--- config.mk ---
export PLATFORM = sky130hd
export DESIGN_NAME = regfile_sb
export DESIGN_NICKNAME = d
export VERILOG_FILES = /design/src/rtl/regfile_sb.sv
export SDC_FILE = /design/constraint.sdc
export NUM_CORES = 1
export LEC_CHECK = 0
export CORE_UTILIZATION = 45
export CTS_CLUSTER_SIZE = 30
export DETAILED_ROUTE_END_ITERATION = 16
export GPL_ROUTABILITY_DRIVEN = 0
export GPL_TIMING_DRIVEN = 0
export PLACE_DENSITY = 0.66
export SYNTH_ARGS = -nofsm -noshare
export SYNTH_HDL_FRONTEND = slang
export SYNTH_SLANG_ARGS = --single-unit
export TNS_END_PERCENT = 20
--- constraint.sdc ---
create_clock -name clk -period 7.2 [get_ports clk]
set_clock_uncertainty 0.2 [all_clocks]
set_input_delay 2.16 -clock clk [delete_from_list [all_inputs] [get_ports clk]]
set_output_delay 2.16 -clock clk [all_outputs]
set_load 0.01 [all_outputs]
--- src/rtl/regfile_sb.sv ---
// General-purpose register file with two combinational read ports, one write-back port,
// optional hardwired-zero register 0, optional write-to-read bypass and a pending-write scoreboard.

module regfile_sb #(
    parameter int WIDTH    = 6,
    parameter int ADDR_W   = 3,
    parameter int ZERO_REG = 1,
    parameter int BYPASS   = 1
) (
    input  logic              clk,
    input  logic              reset,
    input  logic [ADDR_W-1:0] ra_addr,
    output logic [WIDTH-1:0]  ra_data,
    output logic              ra_busy,
    input  logic [ADDR_W-1:0] rb_addr,
    output logic [WIDTH-1:0]  rb_data,
    output logic              rb_busy,
    input  logic              wr_en,
    input  logic [ADDR_W-1:0] wr_addr,
    input  logic [WIDTH-1:0]  wr_data,
    input  logic              iss_en,
    input  logic [ADDR_W-1:0] iss_addr,
    output logic [ADDR_W:0]   pend_cnt,
    output logic              idle
);

    localparam int DEPTH = 1 << ADDR_W;
    localparam logic [ADDR_W-1:0] ZERO_ADDR = {ADDR_W{1'b0}};
    localparam logic [DEPTH-1:0]  ONE_HOT0  = {{(DEPTH-1){1'b0}}, 1'b1};

    logic [WIDTH-1:0]  regs_r [DEPTH];
    logic [DEPTH-1:0]  pend_r;
    logic [ADDR_W:0]   cnt_r;

    logic              wr_ok_s;
    logic              iss_ok_s;
    logic              same_s;
    logic [DEPTH-1:0]  wr_mask_s;
    logic [DEPTH-1:0]  iss_mask_s;
    logic [DEPTH-1:0]  pend_nxt_s;
    logic              set_s;
    logic              clr_s;
    logic [ADDR_W:0]   cnt_nxt_s;
    logic              ra_zero_s;
    logic              ra_hit_s;
    logic              rb_zero_s;
    logic              rb_hit_s;

    // Read-port data select: hardwired zero beats bypass beats stored value.
    function automatic logic [WIDTH-1:0] rd_mux(
        input logic             is_zero,
        input logic             fwd,
        input logic [WIDTH-1:0] fwd_data,
        input logic [WIDTH-1:0] stored
    );
        logic [WIDTH-1:0] res;
        if (is_zero) begin
            res = {WIDTH{1'b0}};
        end else if (fwd) begin
            res = fwd_data;
        end else begin
            res = stored;
        end
        return res;
    endfunction

    // Qualified strobes; writes and issues to a hardwired-zero register are dropped.
    always_comb begin
        wr_ok_s    = wr_en  && !((ZERO_REG != 0) && (wr_addr  == ZERO_ADDR));
        iss_ok_s   = iss_en && !((ZERO_REG != 0) && (iss_addr == ZERO_ADDR));
        same_s     = iss_ok_s && wr_ok_s && (iss_addr == wr_addr);
        wr_mask_s  = wr_ok_s  ? (ONE_HOT0 << wr_addr)  : {DEPTH{1'b0}};
        iss_mask_s = iss_ok_s ? (ONE_HOT0 << iss_addr) : {DEPTH{1'b0}};
    end

    // Scoreboard next state: the issue mask is OR-ed last so a same-address issue wins
    // over the write-back of the older instruction.
    always_comb begin
        pend_nxt_s = (pend_r & ~wr_mask_s) | iss_mask_s;
        set_s      = iss_ok_s && !pend_r[iss_addr];
        clr_s      = wr_ok_s && pend_r[wr_addr] && !same_s;
        cnt_nxt_s  = cnt_r + {{ADDR_W{1'b0}}, set_s} - {{ADDR_W{1'b0}}, clr_s};
    end

    // Read port A data and busy, including same-cycle forwarding of write-back.
    always_comb begin
        ra_zero_s = (ZERO_REG != 0) && (ra_addr == ZERO_ADDR);
        ra_hit_s  = (BYPASS != 0) && wr_ok_s && (wr_addr == ra_addr);
        ra_data   = rd_mux(ra_zero_s, ra_hit_s, wr_data, regs_r[ra_addr]);
        ra_busy   = pend_r[ra_addr] && !(ra_hit_s && !same_s);
    end

    // Read port B data and busy, mirror of port A.
    always_comb begin
        rb_zero_s = (ZERO_REG != 0) && (rb_addr == ZERO_ADDR);
        rb_hit_s  = (BYPASS != 0) && wr_ok_s && (wr_addr == rb_addr);
        rb_data   = rd_mux(rb_zero_s, rb_hit_s, wr_data, regs_r[rb_addr]);
        rb_busy   = pend_r[rb_addr] && !(rb_hit_s && !same_s);
    end

    // Register array, pending bits and pending count; reset discards in-flight state.
    always_ff @(posedge clk) begin
        if (!reset) begin
            for (int i = 0; i < DEPTH; i++) begin
                regs_r[i] <= {WIDTH{1'b0}};
            end
            pend_r <= {DEPTH{1'b0}};
            cnt_r  <= {(ADDR_W+1){1'b0}};
        end else begin
            if (wr_ok_s) begin
                regs_r[wr_addr] <= wr_data;
            end else begin
                regs_r[wr_addr] <= regs_r[wr_addr];
            end
            pend_r <= pend_nxt_s;
            cnt_r  <= cnt_nxt_s;
        end
    end

    assign pend_cnt = cnt_r;
    assign idle     = (cnt_r == {(ADDR_W+1){1'b0}});

    regfile_sb_chk #(
        .ADDR_W (ADDR_W)
    ) u_chk (
        .clk    (clk),
        .reset  (reset),
        .pend   (pend_r),
        .cnt    (cnt_r)
    );

endmodule

// Consistency checker: the registered pending count must always equal the popcount of the
// pending bits.
module regfile_sb_chk #(
    parameter int ADDR_W = 3
) (
    input logic                   clk,
    input logic                   reset,
    input logic [(1<<ADDR_W)-1:0] pend,
    input logic [ADDR_W:0]        cnt
);

    function automatic logic [ADDR_W:0] popcount(input logic [(1<<ADDR_W)-1:0] v);
        logic [ADDR_W:0] acc;
        acc = {(ADDR_W+1){1'b0}};
        for (int i = 0; i < (1 << ADDR_W); i++) begin
            acc = acc + {{ADDR_W{1'b0}}, v[i]};
        end
        return acc;
    endfunction

    // Sampled out of reset on every rising edge.
    always_ff @(posedge clk) begin
        if (reset) begin
            assert (cnt == popcount(pend));
        end
    end

endmodule
==> results list, run 1 <==
- Outcome: finished, final reports clean
- Sequential area share after synthesis: 45.44%
- Required time of the critical path: 4.84 ns
* Total routing resource utilization after global routing: 20.92%
- Fraction of layout cells with a size suffix above 1: 16.02%
* Worst reg2reg path startpoint: pend_r[7]
* Element type at the critical path end: primary output
- Per-cell via count in the routed design: 5.519
- Summed over all layers, the global routing overflow is 0.
- Share of the clock period used by the worst path: 94.88%
- Antenna viol nets, final: 0
- Final routed DRC violation total: 0
- TritonCTS built the clock tree.
- The initialized floorplan defines 32 standard-cell rows.
- Worst EP arrival: 4.47 ns
- Setup Slack @ Placement: 0.3744 ns
* Main area contributors after synthesis: sky130_fd_sc_hd__edfxtp_1 39%, sky130_fd_sc_hd__mux4_1 9.9%, sky130_fd_sc_hd__mux4_2 9.1%
* Sequential cell area: 1682 µm²
* Iteration-0 DRC count of the detailed router: 113
* Height of the die: 92.69 µm
* Global Route met3 Usage: 5.993%
* Die X: 92.69 µm
- Subtracting the final worst setup slack from the clock period gives 6.831 ns.
* Total negative slack: 0 ns
- Most numerous cell in the Yosys netlist: sky130_fd_sc_hd__edfxtp_1
- In the final routed layout, each cell accounts on average for 18.32 µm.
- Share of the synthesized area in the top cell type: 38.95%
- Peak supply drop: 0.0001077 V
* Critical path type: in -> out
- The initial utilization of the core area, before any placement, comes to 47.16%.
* Worst Min Path Start: pend_r[0]
* Max Transition Viols Final: 0
- Number of antenna violations at the first check in global routing: 0
- Area of the multi-input gates: 1854 µm²
- Across all hold checks on the routed design, the worst slack comes to 0.3055 ns.
- After routing the design area is 4360 µm².
* Synthesized area per cell: 13.03 µm²
* Vias in the first global route: 2423
- Async SR Flop Fraction: 0%
- Largest fanout on the critical path: 7
- Sorting the synthesized cells by how often they occur yields 48 x sky130_fd_sc_hd__edfxtp_1, 44 x sky130_fd_sc_hd__and2_1, 23 x sky130_fd_sc_hd__nor2_1.
- The core region is 7848 µm².
- Clock-pin transition on the worst setup and hold timing paths: 0.07 ns
- The cell count after synthesis came out at 284.
- Synth Flop Type: sky130_fd_sc_hd__edfxtp_1
- Max frequency: 146.4 MHz
- Setup slack after layout: 0.3685 ns
- Filler Cell Count: 674
* Count of cells resized by post-cts repair: 0
- The final count of hold timing violations was 0.
- The HPWL after detailed placement is 6.377 mm.
* Cells traversed along the worst timing path: clkdlybuf4s50_1 > o31ai_1 > or4_1 > buf_2 > mux2i_1 > nor2_1 > clkdlybuf4s50_1
- Slew @ Worst Pin: 1.100 ns
* PortBufs: 32
* Clock tree root buffer cell: sky130_fd_sc_hd__clkbuf_8
- M2 GR Usage: 31.30%
* Post-Place Cell Area: 4168 µm²
* Routed vias: 2423
* CTS hold repair buffers: 0
- Die Area: 8591 µm²
* Met1 Use GR: 29.64%
- Cell occurring most often along the worst timing path: sky130_fd_sc_hd__clkdlybuf4s50_1
* Worst slew slack as a fraction of its limit: 25.87%
- Setup violations remaining at the end of the flow were counted as 0.
- Entering global routing, the biggest net connects 12 pins.
* Kind of start point of the critical path: input pin
* Final antenna diode count: 0
- Count of different cell masters after synthesis: 40
- Worst path top cell family by delay: buffers and inverters
* Crit path buffers/inverters: 3
- The largest total area in the synthesized netlist belongs to sky130_fd_sc_hd__edfxtp_1.
* Beginning of the critical path: wr_en
- Number of max-cap violations: 0
- Finished Core Util: 55.56%
- The net count of the finished layout is 360.
- The tightest min-delay check is of the reg -> reg type.
* CTS H-Tree Depth: 3
- The final layout contains routed wiring with a total length of 8.042 mm.
* Largest incremental delay on the critical path: 0.58 ns
- Static power due to leakage: 0.001660 µW
- Global route hottest layer: met2
* Setup repair after global routing missed its margin: no
* Yosys Warn Count: 0
- The clock net in this run drives a total of 60 sinks.
- Global-route wire length before repair: 13.18 mm
* Maximum root-to-sink buffer count: 2
- TritonCTS buffer count: 9
* Power density over the cells: 210.0 nW/µm²
- 41 I/O pins were placed.
- In this run the cell area of the synthesized design comes to 3701 µm².
* Crit-path slowest cell: sky130_fd_sc_hd__clkdlybuf4s50_1
- The synthesized design contains 60 register bits.
- Clock latency at the later pin of the worst-skew pair: 0.33 ns
- The first detailed-routing pass took 5 iterations.
- Yosys mapped a number of flops with a built-in enable equal to 48.
- Area growth from synthesis to layout: 17.82%
- Number of buffers inserted to repair setup after CTS: 0
cell usage in the layout (no fill, tap or decap), types with 12 or more instances in the layout:
cell | Yosys | final
sky130_fd_sc_hd__inv_1 | 15 | 15
sky130_fd_sc_hd__mux2i_1 | 13 | 13
sky130_fd_sc_hd__dfxtp_1 | 12 | 12
sky130_fd_sc_hd__mux4_1 | 14 | 14
sky130_fd_sc_hd__mux4_2 | 15 | 15
sky130_fd_sc_hd__nor2_1 | 23 | 23
sky130_fd_sc_hd__edfxtp_1 | 48 | 48
sky130_fd_sc_hd__clkdlybuf4s50_1 | 0 | 32
sky130_fd_sc_hd__mux2_2 | 12 | 12
sky130_fd_sc_hd__and2_1 | 44 | 44
metal layers:
layer / up-vias / part of all wire, %
met2: 86 / 47
met4: 0 / 1.0
met5: - / 0
li1: 1169 / -
met3: 4 / 7.2
met1: 1164 / 45
path summary, 6_finish.rpt:
| kind | endpoint | slack [ns] | depth (start not counted) |
|---|---|---|---|
| setup / recovery | rb_data[4] | 0.37 | 7 |
| hold / removal | pend_r[0] | 0.31 | 1 |
| setup reg to reg | pend_cnt[2] | 4.70 | 10 |
| hold reg to reg | pend_r[0] | 0.31 | 1 |
state kept, by name, indices dropped and copies added, names as in the netlist:
signal and flops:
regs_r 48, pend_r 8, pend_cnt 4
report_power, final:
group / switching, µW / internal (µW) / total (µW)
Sequential: 18.5 / 402 / 421
Clock: 134 / 159 / 294
Combinational: 87.8 / 114 / 201
Total: 241 / 675 / 916
kinds of logic after synthesis:
kind of cell    after synthesis  share of synthesized area, %
simple gates                 92                         13.42
flops                        60                         45.44
mux                          54                         26.23
buf+inv                      32                         4.969
compound gates               29                         5.240
xor+xnor                     10                         2.367
fa+ha+maj                     6                         2.231
other cells                   1                        0.1013
metrics by stage:
| step | instances | total power [µW] |
|---|---|---|
| detailed placement | 423 | 629.9 |
| global route | 439 | 959.4 |
| floorplan | 289 | 546.7 |
| finish | 439 | 915.7 |
| CTS | 439 | 923.3 |
| global placement | 423 | 625.9 |
layout make-up:
class	count	area share [%]
Sequential cell	60	38.57
Clock inverter	6	1.492
Inverter	15	1.291
Multi-Input combinational cell	197	42.53
Clock buffer	10	2.927
Buffer	17	2.927
Tap cell	102	2.927
Timing Repair Buffer	32	7.346
No activity file was read; power rests on OpenSTA's default activity.
==> inputs of run 2 (changes only) <==
SKIP_CTS_REPAIR_TIMING = 1   (was unset)
==> results of run 2 <==
Same layout as run 1: the final DEF is identical, and so are final timing and power.
==> inputs of run 3 (changes only) <==
SKIP_CTS_REPAIR_TIMING = unset   (was 1)
==> results of run 3 <==
Same layout as run 1: the final DEF is identical, and so are final timing and power.
